==> src/rtl/jk_pkg.sv <==
`default_nettype none
// ============================================================================
// Module   : jk_pkg
// Purpose  : Shared state encoding and J/K drive codes for the JK stimulus gen.
// Revision : 1.0
// ============================================================================
package jk_pkg;

  typedef enum logic [2:0] {
    ST_IDLE  = 3'd0,
    ST_INIT  = 3'd1,
    ST_SETUP = 3'd2,
    ST_HIGH  = 3'd3,
    ST_LOW   = 3'd4,
    ST_DONE  = 3'd5
  } state_t;

  // {J, K} drive codes
  localparam logic [1:0] c_jk_hold   = 2'b00;
  localparam logic [1:0] c_jk_set    = 2'b10;
  localparam logic [1:0] c_jk_reset  = 2'b01;
  localparam logic [1:0] c_jk_toggle = 2'b11;

endpackage
`default_nettype wire

==> src/rtl/jk_excite.sv <==
`default_nettype none
// ============================================================================
// Module   : jk_excite
// Purpose  : JK excitation table: current Q and target Q to the J/K drive.
// Revision : 1.0
// ============================================================================
module jk_excite
  import jk_pkg::*;
(
  input  logic i_q_exp,
  input  logic i_t,
  input  logic i_use_toggle,
  output logic o_j,
  output logic o_k
);

  logic [1:0] w_jk;

  always_comb begin
    w_jk = c_jk_hold;
    if (i_q_exp != i_t) begin
      if (i_use_toggle) w_jk = c_jk_toggle;
      else if (i_t)     w_jk = c_jk_set;
      else              w_jk = c_jk_reset;
    end
  end

  assign o_j = w_jk[1];
  assign o_k = w_jk[0];

endmodule
`default_nettype wire

==> src/rtl/jk_stim_gen.sv <==
`default_nettype none
// ============================================================================
// Module   : jk_stim_gen
// Purpose  : Drives a JK flip-flop through a target Q sequence with a slow
//            generated clock and counts steps where its Q disagrees.
// Revision : 1.0
// ============================================================================
module jk_stim_gen
  import jk_pkg::*;
#(
  parameter int MAX_LEN    = 16,
  parameter int SETUP_CYC  = 5,
  parameter int HIGH_CYC   = 5,
  parameter int LOW_CYC    = 10,
  parameter int RST_CYC    = 10,
  parameter bit USE_TOGGLE = 1'b0,
  parameter int LEN_W      = $clog2(MAX_LEN + 1)
) (
  input  logic               Clk,
  input  logic               Rst,
  input  logic               Start,
  input  logic [MAX_LEN-1:0] Pattern,
  input  logic [LEN_W-1:0]   Len,
  input  logic               Q_in,
  output logic               J,
  output logic               K,
  output logic               Ff_clk,
  output logic               Ff_rst_n,
  output logic               Busy,
  output logic               Done,
  output logic               Err,
  output logic [LEN_W-1:0]   Err_cnt,
  output logic [LEN_W-1:0]   First_err_idx
);

  localparam int c_ph_a   = (SETUP_CYC > HIGH_CYC) ? SETUP_CYC : HIGH_CYC;
  localparam int c_ph_b   = (LOW_CYC > RST_CYC) ? LOW_CYC : RST_CYC;
  localparam int c_ph_max = (c_ph_a > c_ph_b) ? c_ph_a : c_ph_b;
  localparam int c_ph_w   = $clog2(c_ph_max + 1);

  localparam logic [c_ph_w-1:0] c_rst_last   = c_ph_w'(RST_CYC - 1);
  localparam logic [c_ph_w-1:0] c_setup_last = c_ph_w'(SETUP_CYC - 1);
  localparam logic [c_ph_w-1:0] c_high_last  = c_ph_w'(HIGH_CYC - 1);
  localparam logic [c_ph_w-1:0] c_low_last   = c_ph_w'(LOW_CYC - 1);
  localparam logic [c_ph_w-1:0] c_ph_one     = c_ph_w'(1);
  localparam logic [LEN_W-1:0]  c_max_len    = LEN_W'(MAX_LEN);
  localparam logic [LEN_W-1:0]  c_idx_one    = LEN_W'(1);

  state_t               r_state;
  logic [c_ph_w-1:0]    r_ph;
  logic [LEN_W-1:0]     r_idx;
  logic [LEN_W-1:0]     r_len;
  logic [MAX_LEN-1:0]   r_pattern;
  logic                 r_q_exp;
  logic                 r_j;
  logic                 r_k;
  logic                 r_ff_clk;
  logic                 r_ff_rst_n;
  logic                 r_busy;
  logic                 r_done;
  logic                 r_err;
  logic [LEN_W-1:0]     r_err_cnt;
  logic [LEN_W-1:0]     r_first_err;

  logic [MAX_LEN:0]     w_pat_ext;
  logic [LEN_W-1:0]     w_idx_next;
  logic [LEN_W-1:0]     w_len_clamped;
  logic                 w_t;
  logic                 w_last;
  logic                 w_miss;
  logic                 w_ex_q;
  logic                 w_ex_t;
  logic                 w_ex_j;
  logic                 w_ex_k;

  // Zero pad so the look-ahead to step idx+1 stays in range after the last step
  assign w_pat_ext     = {1'b0, r_pattern};
  assign w_idx_next    = r_idx + c_idx_one;
  assign w_len_clamped = (Len > c_max_len) ? c_max_len : Len;
  assign w_t           = w_pat_ext[r_idx];
  assign w_last        = (w_idx_next == r_len);
  assign w_miss        = (Q_in != w_t);

  // In LOW the excitation looks ahead to the next step, with q_exp already
  // advanced to the current target.
  assign w_ex_q = (r_state == ST_LOW) ? w_t : r_q_exp;
  assign w_ex_t = (r_state == ST_LOW) ? w_pat_ext[w_idx_next] : w_t;

  jk_excite u_excite (
    .i_q_exp     (w_ex_q),
    .i_t         (w_ex_t),
    .i_use_toggle(USE_TOGGLE),
    .o_j         (w_ex_j),
    .o_k         (w_ex_k)
  );

  always_ff @(posedge Clk or posedge Rst) begin
    if (Rst) begin
      r_state     <= ST_IDLE;
      r_ph        <= '0;
      r_idx       <= '0;
      r_len       <= '0;
      r_pattern   <= '0;
      r_q_exp     <= 1'b0;
      r_j         <= 1'b0;
      r_k         <= 1'b0;
      r_ff_clk    <= 1'b0;
      r_ff_rst_n  <= 1'b0;
      r_busy      <= 1'b0;
      r_done      <= 1'b0;
      r_err       <= 1'b0;
      r_err_cnt   <= '0;
      r_first_err <= '0;
    end else begin
      case (r_state)
        ST_IDLE, ST_DONE: begin
          if (Start) begin
            r_state     <= ST_INIT;
            r_ph        <= '0;
            r_idx       <= '0;
            r_len       <= w_len_clamped;
            r_pattern   <= Pattern;
            r_q_exp     <= 1'b0;
            r_j         <= 1'b0;
            r_k         <= 1'b0;
            r_ff_clk    <= 1'b0;
            r_ff_rst_n  <= 1'b0;
            r_busy      <= 1'b1;
            r_done      <= 1'b0;
            r_err       <= 1'b0;
            r_err_cnt   <= '0;
            r_first_err <= '0;
          end
        end

        ST_INIT: begin
          if (r_ph == c_rst_last) begin
            r_ph       <= '0;
            r_ff_rst_n <= 1'b1;
            if (r_len == '0) begin
              r_state <= ST_DONE;
              r_busy  <= 1'b0;
              r_done  <= 1'b1;
            end else begin
              r_state <= ST_SETUP;
              r_j     <= w_ex_j;
              r_k     <= w_ex_k;
            end
          end else begin
            r_ph <= r_ph + c_ph_one;
          end
        end

        ST_SETUP: begin
          if (r_ph == c_setup_last) begin
            r_ph     <= '0;
            r_state  <= ST_HIGH;
            r_ff_clk <= 1'b1;
          end else begin
            r_ph <= r_ph + c_ph_one;
          end
        end

        ST_HIGH: begin
          if (r_ph == c_high_last) begin
            r_ph     <= '0;
            r_state  <= ST_LOW;
            r_ff_clk <= 1'b0;
          end else begin
            r_ph <= r_ph + c_ph_one;
          end
        end

        ST_LOW: begin
          if (r_ph == c_low_last) begin
            r_ph    <= '0;
            r_q_exp <= w_t;
            r_idx   <= w_idx_next;
            if (w_miss) begin
              r_err <= 1'b1;
              if (r_err_cnt != '1) r_err_cnt <= r_err_cnt + c_idx_one;
              if (r_err_cnt == '0) r_first_err <= r_idx;
            end
            if (w_last) begin
              r_state <= ST_DONE;
              r_j     <= 1'b0;
              r_k     <= 1'b0;
              r_busy  <= 1'b0;
              r_done  <= 1'b1;
            end else begin
              r_state <= ST_SETUP;
              r_j     <= w_ex_j;
              r_k     <= w_ex_k;
            end
          end else begin
            r_ph <= r_ph + c_ph_one;
          end
        end

        default: r_state <= ST_IDLE;
      endcase
    end
  end

  assign J             = r_j;
  assign K             = r_k;
  assign Ff_clk        = r_ff_clk;
  assign Ff_rst_n      = r_ff_rst_n;
  assign Busy          = r_busy;
  assign Done          = r_done;
  assign Err           = r_err;
  assign Err_cnt       = r_err_cnt;
  assign First_err_idx = r_first_err;

endmodule
`default_nettype wire

==> config.mk <==
export PLATFORM = sky130hd
export DESIGN_NAME = jk_stim_gen
export DESIGN_NICKNAME = d
export VERILOG_FILES = /design/src/rtl/jk_pkg.sv /design/src/rtl/jk_excite.sv /design/src/rtl/jk_stim_gen.sv
export SDC_FILE = /design/constraint.sdc
export NUM_CORES = 1
export LEC_CHECK = 0
export BUFFER_PORTS_ARGS = -buffer_cell sky130_fd_sc_hd__buf_2
export CORE_AREA = 2 2 79 138
export DETAILED_ROUTE_END_ITERATION = 7
export DIE_AREA = 0 0 81 140
export PLACE_DENSITY_LB_ADDON = 0.08
export REMOVE_ABC_BUFFERS = 1
export SETUP_SLACK_MARGIN = 0.1
export SLEW_MARGIN = 20
export SYNTH_ARGS = -nofsm -noshare
export SYNTH_HDL_FRONTEND = slang
export SYNTH_HIERARCHICAL = 1
export SYNTH_SLANG_ARGS = --single-unit
==> constraint.sdc <==
create_clock -name Clk -period 4.2 [get_ports Clk]
set_input_delay 0.21 -clock Clk [delete_from_list [all_inputs] [get_ports Clk]]
set_output_delay 0.21 -clock Clk [all_outputs]
set_load 0.01 [all_outputs]
==> flow_summary.html, run 1 <==
<table>
<tr><th>Metric</th><th>Value</th></tr>
<tr><th colspan="2">Power and ir drop</th></tr>
<tr><td>VDD IR-drop max</td><td>about 0.00021 V</td></tr>
<tr><td>Power density cells</td><td>just under 700 nW/µm²</td></tr>
<tr><td>Leakage component of the power</td><td>about 1.6 nW</td></tr>
<tr><th colspan="2">Synthesis</th></tr>
<tr><td>Top-count cell post-synth</td><td>sky130_fd_sc_hd__nand2_1</td></tr>
<tr><td>Sequential element share of the synthesized area</td><td>0.437</td></tr>
<tr><td>Warnings from Yosys</td><td>6</td></tr>
<tr><td>Synth async-reset ratio</td><td>1.00</td></tr>
<tr><td>Summed instance area of the synthesized netlist</td><td>2920 µm²</td></tr>
<tr><td>Top post-synthesis cells by count</td><td>sky130_fd_sc_hd__nand2_1, sky130_fd_sc_hd__dfrtp_1, sky130_fd_sc_hd__nor2_1, sky130_fd_sc_hd__o21ai_0, sky130_fd_sc_hd__inv_1</td></tr>
<tr><td>Avg Inst Size Synth</td><td>9.35 µm²</td></tr>
<tr><td>Count of unique library cells instantiated by Yosys</td><td>52</td></tr>
<tr><td>Yosys top cell by area</td><td>sky130_fd_sc_hd__dfrtp_1</td></tr>
<tr><td>Syn Inst Count</td><td>approximately 310</td></tr>
<tr><td>EDFF count, synth</td><td>0</td></tr>
<tr><td>Post-synth top flop</td><td>sky130_fd_sc_hd__dfrtp_1</td></tr>
<tr><td>Dominant cells by area after synthesis</td><td>sky130_fd_sc_hd__dfrtp_1, sky130_fd_sc_hd__nand2_1, sky130_fd_sc_hd__mux4_2</td></tr>
<tr><td>Area share of the largest cell type after synthesis</td><td>0.437</td></tr>
<tr><td>Seq cells post-synth</td><td>51</td></tr>
<tr><th colspan="2">Drt</th></tr>
<tr><td>Routed wire length</td><td>a little under 8000 µm</td></tr>
<tr><td>Average wire per cell in the routed design</td><td>approximately 17 µm</td></tr>
<tr><td>Number of iterations in the first detailed-routing pass</td><td>4</td></tr>
<tr><td>Post-route DRC violation count</td><td>0</td></tr>
<tr><td>Detail-routed via count per cell</td><td>approximately 5</td></tr>
<tr><td>Post-detailed-route count of antenna-violating nets</td><td>0</td></tr>
<tr><td>Initial DRC count</td><td>100</td></tr>
<tr><td>Total vias in the final route</td><td>between 2000 and 2500</td></tr>
<tr><th colspan="2">Floorplanning</th></tr>
<tr><td>Core area</td><td>~10000 µm²</td></tr>
<tr><td>Die Area</td><td>11300 µm²</td></tr>
<tr><td>Starting density of the core</td><td>0.287</td></tr>
<tr><td>Horizontal extent of the die</td><td>between 80 and 90 µm</td></tr>
<tr><td>Std-Cell Rows</td><td>49</td></tr>
<tr><td>Chip Height</td><td>140 µm</td></tr>
<tr><td>I/O pin total</td><td>42</td></tr>
<tr><th colspan="2">CTS</th></tr>
<tr><td>Post-CTS setup-driven buffer insertion count</td><td>0</td></tr>
<tr><td>Number of clock buffers inserted by TritonCTS</td><td>5</td></tr>
<tr><td>CTS tree</td><td>built</td></tr>
<tr><td>Total number of clock tree sinks</td><td>~50</td></tr>
<tr><td>Post-cts repair resize count</td><td>0</td></tr>
<tr><td>Post-CTS Hold Buffers</td><td>0</td></tr>
<tr><td>Number of H-tree levels</td><td>2</td></tr>
<tr><td>Cell at the root of the clock tree</td><td>sky130_fd_sc_hd__clkbuf_16</td></tr>
<tr><td>Largest buffer count on any clock path</td><td>2</td></tr>
<tr><td>Clock latency reported for the late side of the worst-skew pair</td><td>approximately 0.30 ns</td></tr>
<tr><td>Clock slew seen by the registers of the worst setup and hold paths</td><td>0.08 ns</td></tr>
<tr><th colspan="2">Critical path</th></tr>
<tr><td>Worst Path Class, Setup</td><td>flop to flop</td></tr>
<tr><td>Setup slack, reg-to-reg</td><td>between 1 and 1.5 ns</td></tr>
<tr><td>Sort of element at the start of the critical path</td><td>flop</td></tr>
<tr><td>Worst r2r src</td><td>r_idx[0]</td></tr>
<tr><td>Timing startpoint of the critical path</td><td>r_idx[0]</td></tr>
<tr><td>Endpoint class of the critical path</td><td>flop</td></tr>
<tr><td>Maximum fanout count along the critical path</td><td>16</td></tr>
<tr><td>CP required</td><td>4.39 ns</td></tr>
<tr><td>Data arrival at the endpoint of the critical path</td><td>approximately 3.3 ns</td></tr>
<tr><th colspan="2">Finish</th></tr>
<tr><td>Syn-to-layout area delta</td><td>15.5%</td></tr>
<tr><td>Register area</td><td>approximately 1300 µm²</td></tr>
<tr><td>Post-layout utilization of the core</td><td>0.331</td></tr>
<tr><td>Filler cell count in the final layout</td><td>between 1000 and 1500</td></tr>
<tr><td>Share of cells above drive strength 1</td><td>0.206</td></tr>
<tr><td>Area of the multi-input gates</td><td>about 1500 µm²</td></tr>
<tr><td>Final Instance Count excl. Fillers</td><td>477</td></tr>
<tr><td>Number of nets in the finished design</td><td>about 380</td></tr>
<tr><td>Ant. Diodes</td><td>0</td></tr>
<tr><th colspan="2">GRT</th></tr>
<tr><td>Largest net degree at the start of global routing</td><td>52</td></tr>
<tr><td>Wire length of the first global-routing pass</td><td>13100 µm</td></tr>
<tr><td>Number of global-route vias before repair</td><td>roughly 2400</td></tr>
<tr><td>Combined global-route utilization of all metal layers</td><td>0.153</td></tr>
<tr><td>Antenna violations before repair</td><td>0</td></tr>
<tr><td>Total overflow reported by the global router</td><td>0</td></tr>
<tr><th colspan="2">Timing</th></tr>
<tr><td>Achievable Freq</td><td>319 MHz</td></tr>
<tr><td>Count of final hold-check violations</td><td>0</td></tr>
<tr><td>Share of the clock period used by the worst path after layout</td><td>0.748</td></tr>
<tr><td>Final slew viol count</td><td>0</td></tr>
<tr><td>Clock Skew</td><td>about 0.014 ns</td></tr>
<tr><td>RSZ-0062 raised after global routing</td><td>false</td></tr>
<tr><td>Final Critical Period</td><td>3.14 ns</td></tr>
<tr><td>Sum of negative setup slack</td><td>0 ns</td></tr>
<tr><td>Setup Viol. Count Final</td><td>0</td></tr>
<tr><td>Tightest Pin Transition</td><td>around 0.84 ns</td></tr>
<tr><td>Relative slew slack</td><td>0.435</td></tr>
<tr><th colspan="2">Place</th></tr>
<tr><td>Global placement routability congestion</td><td>0.759</td></tr>
<tr><td>HPWL after DPL</td><td>5750 µm</td></tr>
<tr><td>Number of input and output port buffers inserted</td><td>between 40 and 50</td></tr>
<tr><td>Number of placed instances with taps included</td><td>roughly 470</td></tr>
<tr><th colspan="2">Flow run</th></tr>
<tr><td>Number of maximum-capacitance violations</td><td>0</td></tr>
<tr><th colspan="2">Run status</th></tr>
<tr><td>Status</td><td>finished, final reports clean</td></tr>
<tr><th colspan="2">Min path</th></tr>
<tr><td>Hold Path Class</td><td>input pin to asynchronous set/reset pin</td></tr>
</table>
==> routing by layer <==
metal / share of wire / GRT usage
met5: 0 / 0
met4: 0.020 / 0.0517
met3: 0.025 / 0.0200
met2: 0.57 / 0.283
met1: 0.39 / 0.176
==> critical path, stage by stage (launching register included) <==
cell	delay (ns)
sky130_fd_sc_hd__dfrtp_1	0.63
sky130_fd_sc_hd__ha_1	0.60
sky130_fd_sc_hd__mux4_2	0.54
sky130_fd_sc_hd__mux4_2	0.47
sky130_fd_sc_hd__nand3_1	0.09
sky130_fd_sc_hd__o21ai_0	0.15
sky130_fd_sc_hd__mux2i_1	0.17
sky130_fd_sc_hd__inv_1	0.05
sky130_fd_sc_hd__o41ai_1	0.33
==> kinds of logic (layout without fill, tap and decap cells) <==
| family | count (synthesis) | after routing | synth area share |
|---|---|---|---|
| fa+ha+maj | 7 | 7 | 0.0300 |
| compound gates | 57 | 57 | 0.146 |
| simple gates | 147 | 147 | 0.233 |
| flops | 51 | 51 | 0.437 |
| mux | 13 | 13 | 0.0746 |
| xor+xnor | 9 | 9 | 0.0270 |
| other cells | 1 | 2 | 0.00129 |
| buf+inv | 27 | 64 | 0.0506 |
==> metrics by stage <==
| step | cell area [µm²] | worst slack [ns] | hold WS [ns] | power (W) |
|---|---|---|---|---|
| CTS | 3370 | 1.02 | 0.0880 | 0.00235 |
| finish | 3370 | 1.06 | 0.0717 | 0.00230 |
| floorplan | 2820 | 1.31 | 0.315 | 0.00153 |
| global placement | 3210 | 1.12 | 0.401 | 0.00189 |
| global route | 3370 | 0.812 | 0.0960 | 0.00252 |
| detailed placement | 3210 | 1.04 | 0.403 | 0.00190 |
==> power breakdown <==
part	internal, W	total, W	switching (W)
Sequential	0.000651	0.000843	0.000192
Combinational	0.000419	0.00103	0.000608
Clock	0.000239	0.000435	0.000196
Total	0.00131	0.00230	0.000996
==> area by class of cell <==
class,instances,area share
repair buffers,45,0.0698
well taps,127,0.0472
flip-flops and latches,51,0.379
clock buffers,6,0.0412
inverters,11,0.0123
clock inverters,2,0.00483
multi-input cells,235,0.446
==> layout by cell type (no fill, tap or decap), types with 3 or more instances in the layout <==
master and n:
sky130_fd_sc_hd__nand3_1 7, sky130_fd_sc_hd__and3_1 3, sky130_fd_sc_hd__mux2i_1 6, sky130_fd_sc_hd__mux4_2 7, sky130_fd_sc_hd__nand2_1 82, sky130_fd_sc_hd__nor2_1 20, sky130_fd_sc_hd__nor2b_1 4, sky130_fd_sc_hd__buf_2 41
sky130_fd_sc_hd__dfrtp_1 51, sky130_fd_sc_hd__or4_1 3, sky130_fd_sc_hd__a22o_1 4, sky130_fd_sc_hd__buf_4 4, sky130_fd_sc_hd__inv_1 10, sky130_fd_sc_hd__xnor2_1 5, sky130_fd_sc_hd__a221o_1 3, sky130_fd_sc_hd__a21oi_1 5
sky130_fd_sc_hd__xor2_1 4, sky130_fd_sc_hd__nand3b_1 8, sky130_fd_sc_hd__o21ai_0 17, sky130_fd_sc_hd__nor3_1 6, sky130_fd_sc_hd__o21a_1 4, sky130_fd_sc_hd__clkbuf_16 5, sky130_fd_sc_hd__a32o_2 5, sky130_fd_sc_hd__ha_1 7
==> final timing paths <==
| kind | end | cells past startpoint |
|---|---|---|
| max | K | 8 |
| min reg2reg | r_q_exp | 2 |
| min in group Clk | r_pattern[5] | 3 |
| max in group asynchronous | r_pattern[11] | 3 |
| min | Ff_rst_n | 3 |
| max reg2reg | K | 8 |
==> registers in the layout (all words and copies together) (netlist names) <==
| signal | count |
|---|---|
| r_len | 5 |
| r_state | 3 |
| First_err_idx | 5 |
| r_pattern | 16 |
| Done | 1 |
| Err | 1 |
| r_ph | 4 |
| r_idx | 5 |
| Busy | 1 |
| Err_cnt | 5 |
| Ff_rst_n | 1 |
| Ff_clk | 1 |
| K | 1 |
| J | 1 |
| r_q_exp | 1 |
Note: power is estimated with default switching activity, not from simulation.
==> run 2: changes to the inputs <==
--- a/config.mk
+++ b/config.mk
@@ -5,10 +5,11 @@
 export SDC_FILE = /design/constraint.sdc
 export NUM_CORES = 1
 export LEC_CHECK = 0
+export ABC_AREA = 1
 export BUFFER_PORTS_ARGS = -buffer_cell sky130_fd_sc_hd__buf_2
-export CORE_AREA = 2 2 79 138
+export CORE_AREA = 2 2 80 139
 export DETAILED_ROUTE_END_ITERATION = 7
-export DIE_AREA = 0 0 81 140
+export DIE_AREA = 0 0 82 141
 export PLACE_DENSITY_LB_ADDON = 0.08
 export REMOVE_ABC_BUFFERS = 1
 export SETUP_SLACK_MARGIN = 0.1
==> constraint.sdc (replaced) <==
create_clock -name Clk -period 2.58 [get_ports Clk]
set_input_delay 0.129 -clock Clk [delete_from_list [all_inputs] [get_ports Clk]]
set_output_delay 0.129 -clock Clk [all_outputs]
set_load 0.01 [all_outputs]
==> run 2 against run 1 <==
  * Die area grew 2.0%
  * Power grew 45%
  * Final area grew 2.4%
  * Global-route usage shrank 0.23 points
  * Count of clock-buffer cells in the layout grew 2
  * Sequential cell count is the same
  * Register-to-register slack lost 0.66 ns
  * Synthesized cell count grew 28%
  * Hold slack lost 0.033 ns
  * Worst setup slack lost 0.66 ns
  * Utilization shrank 0.27 points
  * Critical endpoint unchanged
  * Largest cell class unchanged
  * Largest power group unchanged
==> flow_summary.html, run 2 <==
<table>
<tr><th>Metric</th><th>Value</th></tr>
<tr><th colspan="2">Run status</th></tr>
<tr><td>Status</td><td>finished, final reports clean (unchanged)</td></tr>
<tr><th colspan="2">GRT</th></tr>
<tr><td>Total overflow reported by the global router</td><td>0 (unchanged)</td></tr>
<tr><td>Number of global-route vias before repair</td><td>2755 (was 2438)</td></tr>
<tr><td>Largest net degree at the start of global routing</td><td>32 (was 52)</td></tr>
<tr><td>Wire length of the first global-routing pass</td><td>13400 µm (was 13100 µm)</td></tr>
<tr><td>Combined global-route utilization of all metal layers</td><td>0.151 (was 0.153)</td></tr>
<tr><td>Antenna violations before repair</td><td>0 (unchanged)</td></tr>
<tr><th colspan="2">Place</th></tr>
<tr><td>Number of input and output port buffers inserted</td><td>41 (unchanged)</td></tr>
<tr><td>Global placement routability congestion</td><td>0.840 (was 0.759)</td></tr>
<tr><td>Number of placed instances with taps included</td><td>565 (was 469)</td></tr>
<tr><td>HPWL after DPL</td><td>6210 µm (was 5750 µm)</td></tr>
<tr><th colspan="2">CTS</th></tr>
<tr><td>Post-cts repair resize count</td><td>0 (unchanged)</td></tr>
<tr><td>Number of clock buffers inserted by TritonCTS</td><td>5 (unchanged)</td></tr>
<tr><td>Number of H-tree levels</td><td>2 (unchanged)</td></tr>
<tr><td>Total number of clock tree sinks</td><td>51 (unchanged)</td></tr>
<tr><td>Post-CTS setup-driven buffer insertion count</td><td>0 (unchanged)</td></tr>
<tr><td>Largest buffer count on any clock path</td><td>2 (unchanged)</td></tr>
<tr><td>CTS tree</td><td>built (unchanged)</td></tr>
<tr><td>Clock slew seen by the registers of the worst setup and hold paths</td><td>0.07 ns (was 0.08 ns)</td></tr>
<tr><td>Cell at the root of the clock tree</td><td>sky130_fd_sc_hd__clkbuf_16 (unchanged)</td></tr>
<tr><td>Clock latency reported for the late side of the worst-skew pair</td><td>0.30 ns (about the same)</td></tr>
<tr><th colspan="2">Critical path</th></tr>
<tr><td>Worst r2r src</td><td>r_idx[1] (was r_idx[0])</td></tr>
<tr><td>Data arrival at the endpoint of the critical path</td><td>2.42 ns (was 3.33 ns)</td></tr>
<tr><td>Endpoint class of the critical path</td><td>flop (unchanged)</td></tr>
<tr><td>CP required</td><td>2.82 ns (was 4.39 ns)</td></tr>
<tr><td>Maximum fanout count along the critical path</td><td>7 (was 16)</td></tr>
<tr><td>Setup slack, reg-to-reg</td><td>0.40 ns (was 1.06 ns)</td></tr>
<tr><td>Logic depth of the worst register-to-register path</td><td>15 (was 8)</td></tr>
<tr><td>Capturing point of the worst reg2reg path</td><td>K (unchanged)</td></tr>
<tr><td>Worst Path Class, Setup</td><td>flop to flop (unchanged)</td></tr>
<tr><td>Sort of element at the start of the critical path</td><td>flop (unchanged)</td></tr>
<tr><th colspan="2">Finish</th></tr>
<tr><td>Area of the multi-input gates</td><td>1350 µm² (was 1500 µm²)</td></tr>
<tr><td>Number of nets in the finished design</td><td>475 (was 381)</td></tr>
<tr><td>Share of cells above drive strength 1</td><td>0.155 (was 0.206)</td></tr>
<tr><td>Most frequent cells in the layout</td><td>sky130_fd_sc_hd__nand2_1, sky130_fd_sc_hd__inv_1, sky130_fd_sc_hd__dfrtp_1 (was sky130_fd_sc_hd__nand2_1, sky130_fd_sc_hd__dfrtp_1, sky130_fd_sc_hd__buf_2)</td></tr>
<tr><td>Post-layout utilization of the core</td><td>0.328 (was 0.331)</td></tr>
<tr><td>Ant. Diodes</td><td>0 (unchanged)</td></tr>
<tr><td>Final Instance Count excl. Fillers</td><td>574 (was 477)</td></tr>
<tr><td>Max reg flops</td><td>16 (unchanged)</td></tr>
<tr><td>Most flop-heavy register</td><td>r_pattern (unchanged)</td></tr>
<tr><td>Filler cell count in the final layout</td><td>1179 (was 1127)</td></tr>
<tr><td>Most frequent standard cell in the layout excluding fill and tap cells</td><td>sky130_fd_sc_hd__nand2_1 (unchanged)</td></tr>
<tr><td>Register area</td><td>1280 µm² (unchanged)</td></tr>
<tr><td>Syn-to-layout area delta</td><td>17.5% (was 15.5%)</td></tr>
<tr><th colspan="2">Synthesis</th></tr>
<tr><td>Dominant cells by area after synthesis</td><td>sky130_fd_sc_hd__dfrtp_1, sky130_fd_sc_hd__nand2_1, sky130_fd_sc_hd__inv_1 (was sky130_fd_sc_hd__dfrtp_1, sky130_fd_sc_hd__nand2_1, sky130_fd_sc_hd__mux4_2)</td></tr>
<tr><td>Top-count cell post-synth</td><td>sky130_fd_sc_hd__nand2_1 (unchanged)</td></tr>
<tr><td>Synth Area in Simple Gates</td><td>0.283 (was 0.233)</td></tr>
<tr><td>Yosys top cell by area</td><td>sky130_fd_sc_hd__dfrtp_1 (unchanged)</td></tr>
<tr><td>Avg Inst Size Synth</td><td>7.36 µm² (was 9.35 µm²)</td></tr>
<tr><td>Area share of the largest cell type after synthesis</td><td>0.435 (was 0.437)</td></tr>
<tr><td>EDFF count, synth</td><td>0 (unchanged)</td></tr>
<tr><td>Combinational family with the most area after synthesis</td><td>simple AND/OR/NAND/NOR gates (unchanged)</td></tr>
<tr><td>Warnings from Yosys</td><td>6 (unchanged)</td></tr>
<tr><td>Top post-synthesis cells by count</td><td>sky130_fd_sc_hd__nand2_1, sky130_fd_sc_hd__inv_1, sky130_fd_sc_hd__dfrtp_1, sky130_fd_sc_hd__nand3_1, sky130_fd_sc_hd__nor2_1 (was sky130_fd_sc_hd__nand2_1, sky130_fd_sc_hd__dfrtp_1, sky130_fd_sc_hd__nor2_1, sky130_fd_sc_hd__o21ai_0, sky130_fd_sc_hd__inv_1)</td></tr>
<tr><td>Share of synthesized cell area in full adder, half adder and majority cells</td><td>0.0298 (was 0.0300)</td></tr>
<tr><td>Multiplexer share of the synthesized area</td><td>0 (was 0.0746)</td></tr>
<tr><td>Sequential element share of the synthesized area</td><td>0.435 (was 0.437)</td></tr>
<tr><td>Syn Inst Count</td><td>399 (was 312)</td></tr>
<tr><td>Seq cells post-synth</td><td>51 (unchanged)</td></tr>
<tr><td>Synth async-reset ratio</td><td>1.00 (unchanged)</td></tr>
<tr><td>Compound-Gate Fraction of Synth Area</td><td>0.121 (was 0.146)</td></tr>
<tr><td>Summed instance area of the synthesized netlist</td><td>2940 µm² (was 2920 µm²)</td></tr>
<tr><td>Xor-xnor portion of the synthesized cell area</td><td>0.0230 (was 0.0270)</td></tr>
<tr><td>Post-synth top flop</td><td>sky130_fd_sc_hd__dfrtp_1 (unchanged)</td></tr>
<tr><td>Count of unique library cells instantiated by Yosys</td><td>26 (was 52)</td></tr>
<tr><th colspan="2">Power and ir drop</th></tr>
<tr><td>VDD IR-drop max</td><td>0.000289 V (was 0.000210 V)</td></tr>
<tr><td>Power density cells</td><td>968 nW/µm² (was 684 nW/µm²)</td></tr>
<tr><td>Leakage component of the power</td><td>1.76 nW (was 1.65 nW)</td></tr>
<tr><th colspan="2">Timing</th></tr>
<tr><td>Count of final hold-check violations</td><td>0 (unchanged)</td></tr>
<tr><td>Achievable Freq</td><td>459 MHz (was 319 MHz)</td></tr>
<tr><td>RSZ-0062 raised after global routing</td><td>false (unchanged)</td></tr>
<tr><td>Sum of negative setup slack</td><td>0 ns (unchanged)</td></tr>
<tr><td>Share of the clock period used by the worst path after layout</td><td>0.845 (was 0.748)</td></tr>
<tr><td>Final Critical Period</td><td>2.18 ns (was 3.14 ns)</td></tr>
<tr><td>Tightest Pin Transition</td><td>0.593 ns (was 0.840 ns)</td></tr>
<tr><td>Clock Skew</td><td>0.00757 ns (was 0.0137 ns)</td></tr>
<tr><td>Setup Viol. Count Final</td><td>0 (unchanged)</td></tr>
<tr><td>Relative slew slack</td><td>0.604 (was 0.435)</td></tr>
<tr><td>Final slew viol count</td><td>0 (unchanged)</td></tr>
<tr><th colspan="2">Floorplanning</th></tr>
<tr><td>I/O pin total</td><td>42 (unchanged)</td></tr>
<tr><td>Starting density of the core</td><td>0.279 (was 0.287)</td></tr>
<tr><td>Horizontal extent of the die</td><td>82 µm (was 81 µm)</td></tr>
<tr><td>Chip Height</td><td>141 µm (was 140 µm)</td></tr>
<tr><td>Core area</td><td>10500 µm² (was 10200 µm²)</td></tr>
<tr><td>Die Area</td><td>11600 µm² (was 11300 µm²)</td></tr>
<tr><td>Std-Cell Rows</td><td>50 (was 49)</td></tr>
<tr><th colspan="2">Drt</th></tr>
<tr><td>Number of iterations in the first detailed-routing pass</td><td>4 (unchanged)</td></tr>
<tr><td>Total vias in the final route</td><td>2681 (was 2383)</td></tr>
<tr><td>Routed wire length</td><td>7940 µm (was 7910 µm)</td></tr>
<tr><td>Initial DRC count</td><td>57 (was 100)</td></tr>
<tr><td>Post-detailed-route count of antenna-violating nets</td><td>0 (unchanged)</td></tr>
<tr><td>Detail-routed via count per cell</td><td>4.67 (was 5.00)</td></tr>
<tr><td>Average wire per cell in the routed design</td><td>13.8 µm (was 16.6 µm)</td></tr>
<tr><td>Post-route DRC violation count</td><td>0 (unchanged)</td></tr>
<tr><th colspan="2">Min path</th></tr>
<tr><td>Hold Path Class</td><td>input pin to flop (was input pin to asynchronous set/reset pin)</td></tr>
<tr><td>Hold path start</td><td>Pattern[12]</td></tr>
<tr><td>Worst-case hold path end point</td><td>r_pattern[12]</td></tr>
<tr><td>Cell count of the worst hold path</td><td>3</td></tr>
<tr><th colspan="2">Flow run</th></tr>
<tr><td>Number of maximum-capacitance violations</td><td>0 (unchanged)</td></tr>
</table>
[run 2: cell types whose count changed in the layout (fill, tap and decap cells not counted), moves of 8 or more]
cell / previous run / this run
sky130_fd_sc_hd__a21oi_1: 5 / 20
sky130_fd_sc_hd__inv_1: 10 / 58
sky130_fd_sc_hd__nand2_1: 82 / 103
sky130_fd_sc_hd__nand3_1: 7 / 35
sky130_fd_sc_hd__nand3b_1: 8 / 0
sky130_fd_sc_hd__nand4_1: 1 / 11
sky130_fd_sc_hd__nor2_1: 20 / 33
sky130_fd_sc_hd__o21ai_0: 17 / 33
[run 2: layout make-up]
class | instances | share of cell area
well taps | 130 | 0.0471
clock buffers | 8 | 0.0453
repair buffers | 47 | 0.0769
flip-flops and latches | 51 | 0.370
multi-input cells | 275 | 0.392
inverters | 63 | 0.0685
[run 2: worst max-delay path: stages (launching register included)]
cell and delay [ns]:
sky130_fd_sc_hd__dfrtp_1 0.46, sky130_fd_sc_hd__ha_1 0.45, sky130_fd_sc_hd__inv_1 0.16, sky130_fd_sc_hd__a21oi_1 0.14, sky130_fd_sc_hd__o21ai_0 0.09, sky130_fd_sc_hd__nand3_1 0.08
sky130_fd_sc_hd__nand3_1 0.07, sky130_fd_sc_hd__nand2_1 0.07, sky130_fd_sc_hd__nand3_1 0.05, sky130_fd_sc_hd__o21ai_0 0.13, sky130_fd_sc_hd__inv_1 0.07, sky130_fd_sc_hd__nand2_1 0.06
sky130_fd_sc_hd__nand2_1 0.06, sky130_fd_sc_hd__nor2_1 0.10, sky130_fd_sc_hd__nand3_1 0.08, sky130_fd_sc_hd__nand2_1 0.06
[run 2: worst max-delay path by stage]
stage          startpoint    endpoint  slack, ns  cells after the start
2_1_floorplan  r_state[1]    r_len[0]       0.12                      7
3_3_place_gp     r_idx[0]  Err_cnt[3]       0.51                     12
3_5_place_dp     r_idx[1]           K       0.43                     15
4_1_cts          r_idx[1]           K       0.42                     15
5_1_grt          r_idx[1]           K       0.15                     15
6_report         r_idx[1]           K       0.40                     15
[run 2: cell families after synthesis]
group                    Yosys count
flip-flops                        51
AND/OR/NAND/NOR                  193
other                              1
adder cells (fa/ha/maj)            7
buffers and inverters             74
AO/OA/AOI/OAI                     67
XOR/XNOR                           6
[run 2: metal layers]
metal / wire [µm] / GRT usage / vias to the layer above / share of wire
met2: 4490 / 0.281 / 36 / 0.57
met4: 282 / 0.0711 / 0 / 0.036
met3: 181 / 0.0230 / 17 / 0.023
li1: - / - / 1364 / -
met1: 2980 / 0.159 / 1264 / 0.38
met5: 0 / 0 / - / 0
[run 2: repair_timing]
item	in CTS	in global routing
setup endpoints to repair	0	0
endpoints found under the hold margin	24	0
hold buffers	1	0
[run 2: through the flow]
step,hold slack [ns],setup WS (ns),total power [W],area [µm²]
CTS,0.0361,0.419,0.00341,3450
finish,0.0391,0.401,0.00334,3450
global placement,0.243,0.509,0.00267,3280
detailed placement,0.246,0.433,0.00267,3280
floorplan,0.250,0.117,0.00220,2860
global route,0.0443,0.150,0.00367,3450
[run 2: power breakdown]
| part | internal (W) | total [W] | switching, W |
|---|---|---|---|
| clock network | 0.000414 | 0.000720 | 0.000306 |
| logic | 0.000447 | 0.00140 | 0.000953 |
| registers | 0.00106 | 0.00122 | 0.000165 |
| total | 0.00192 | 0.00334 | 0.00142 |
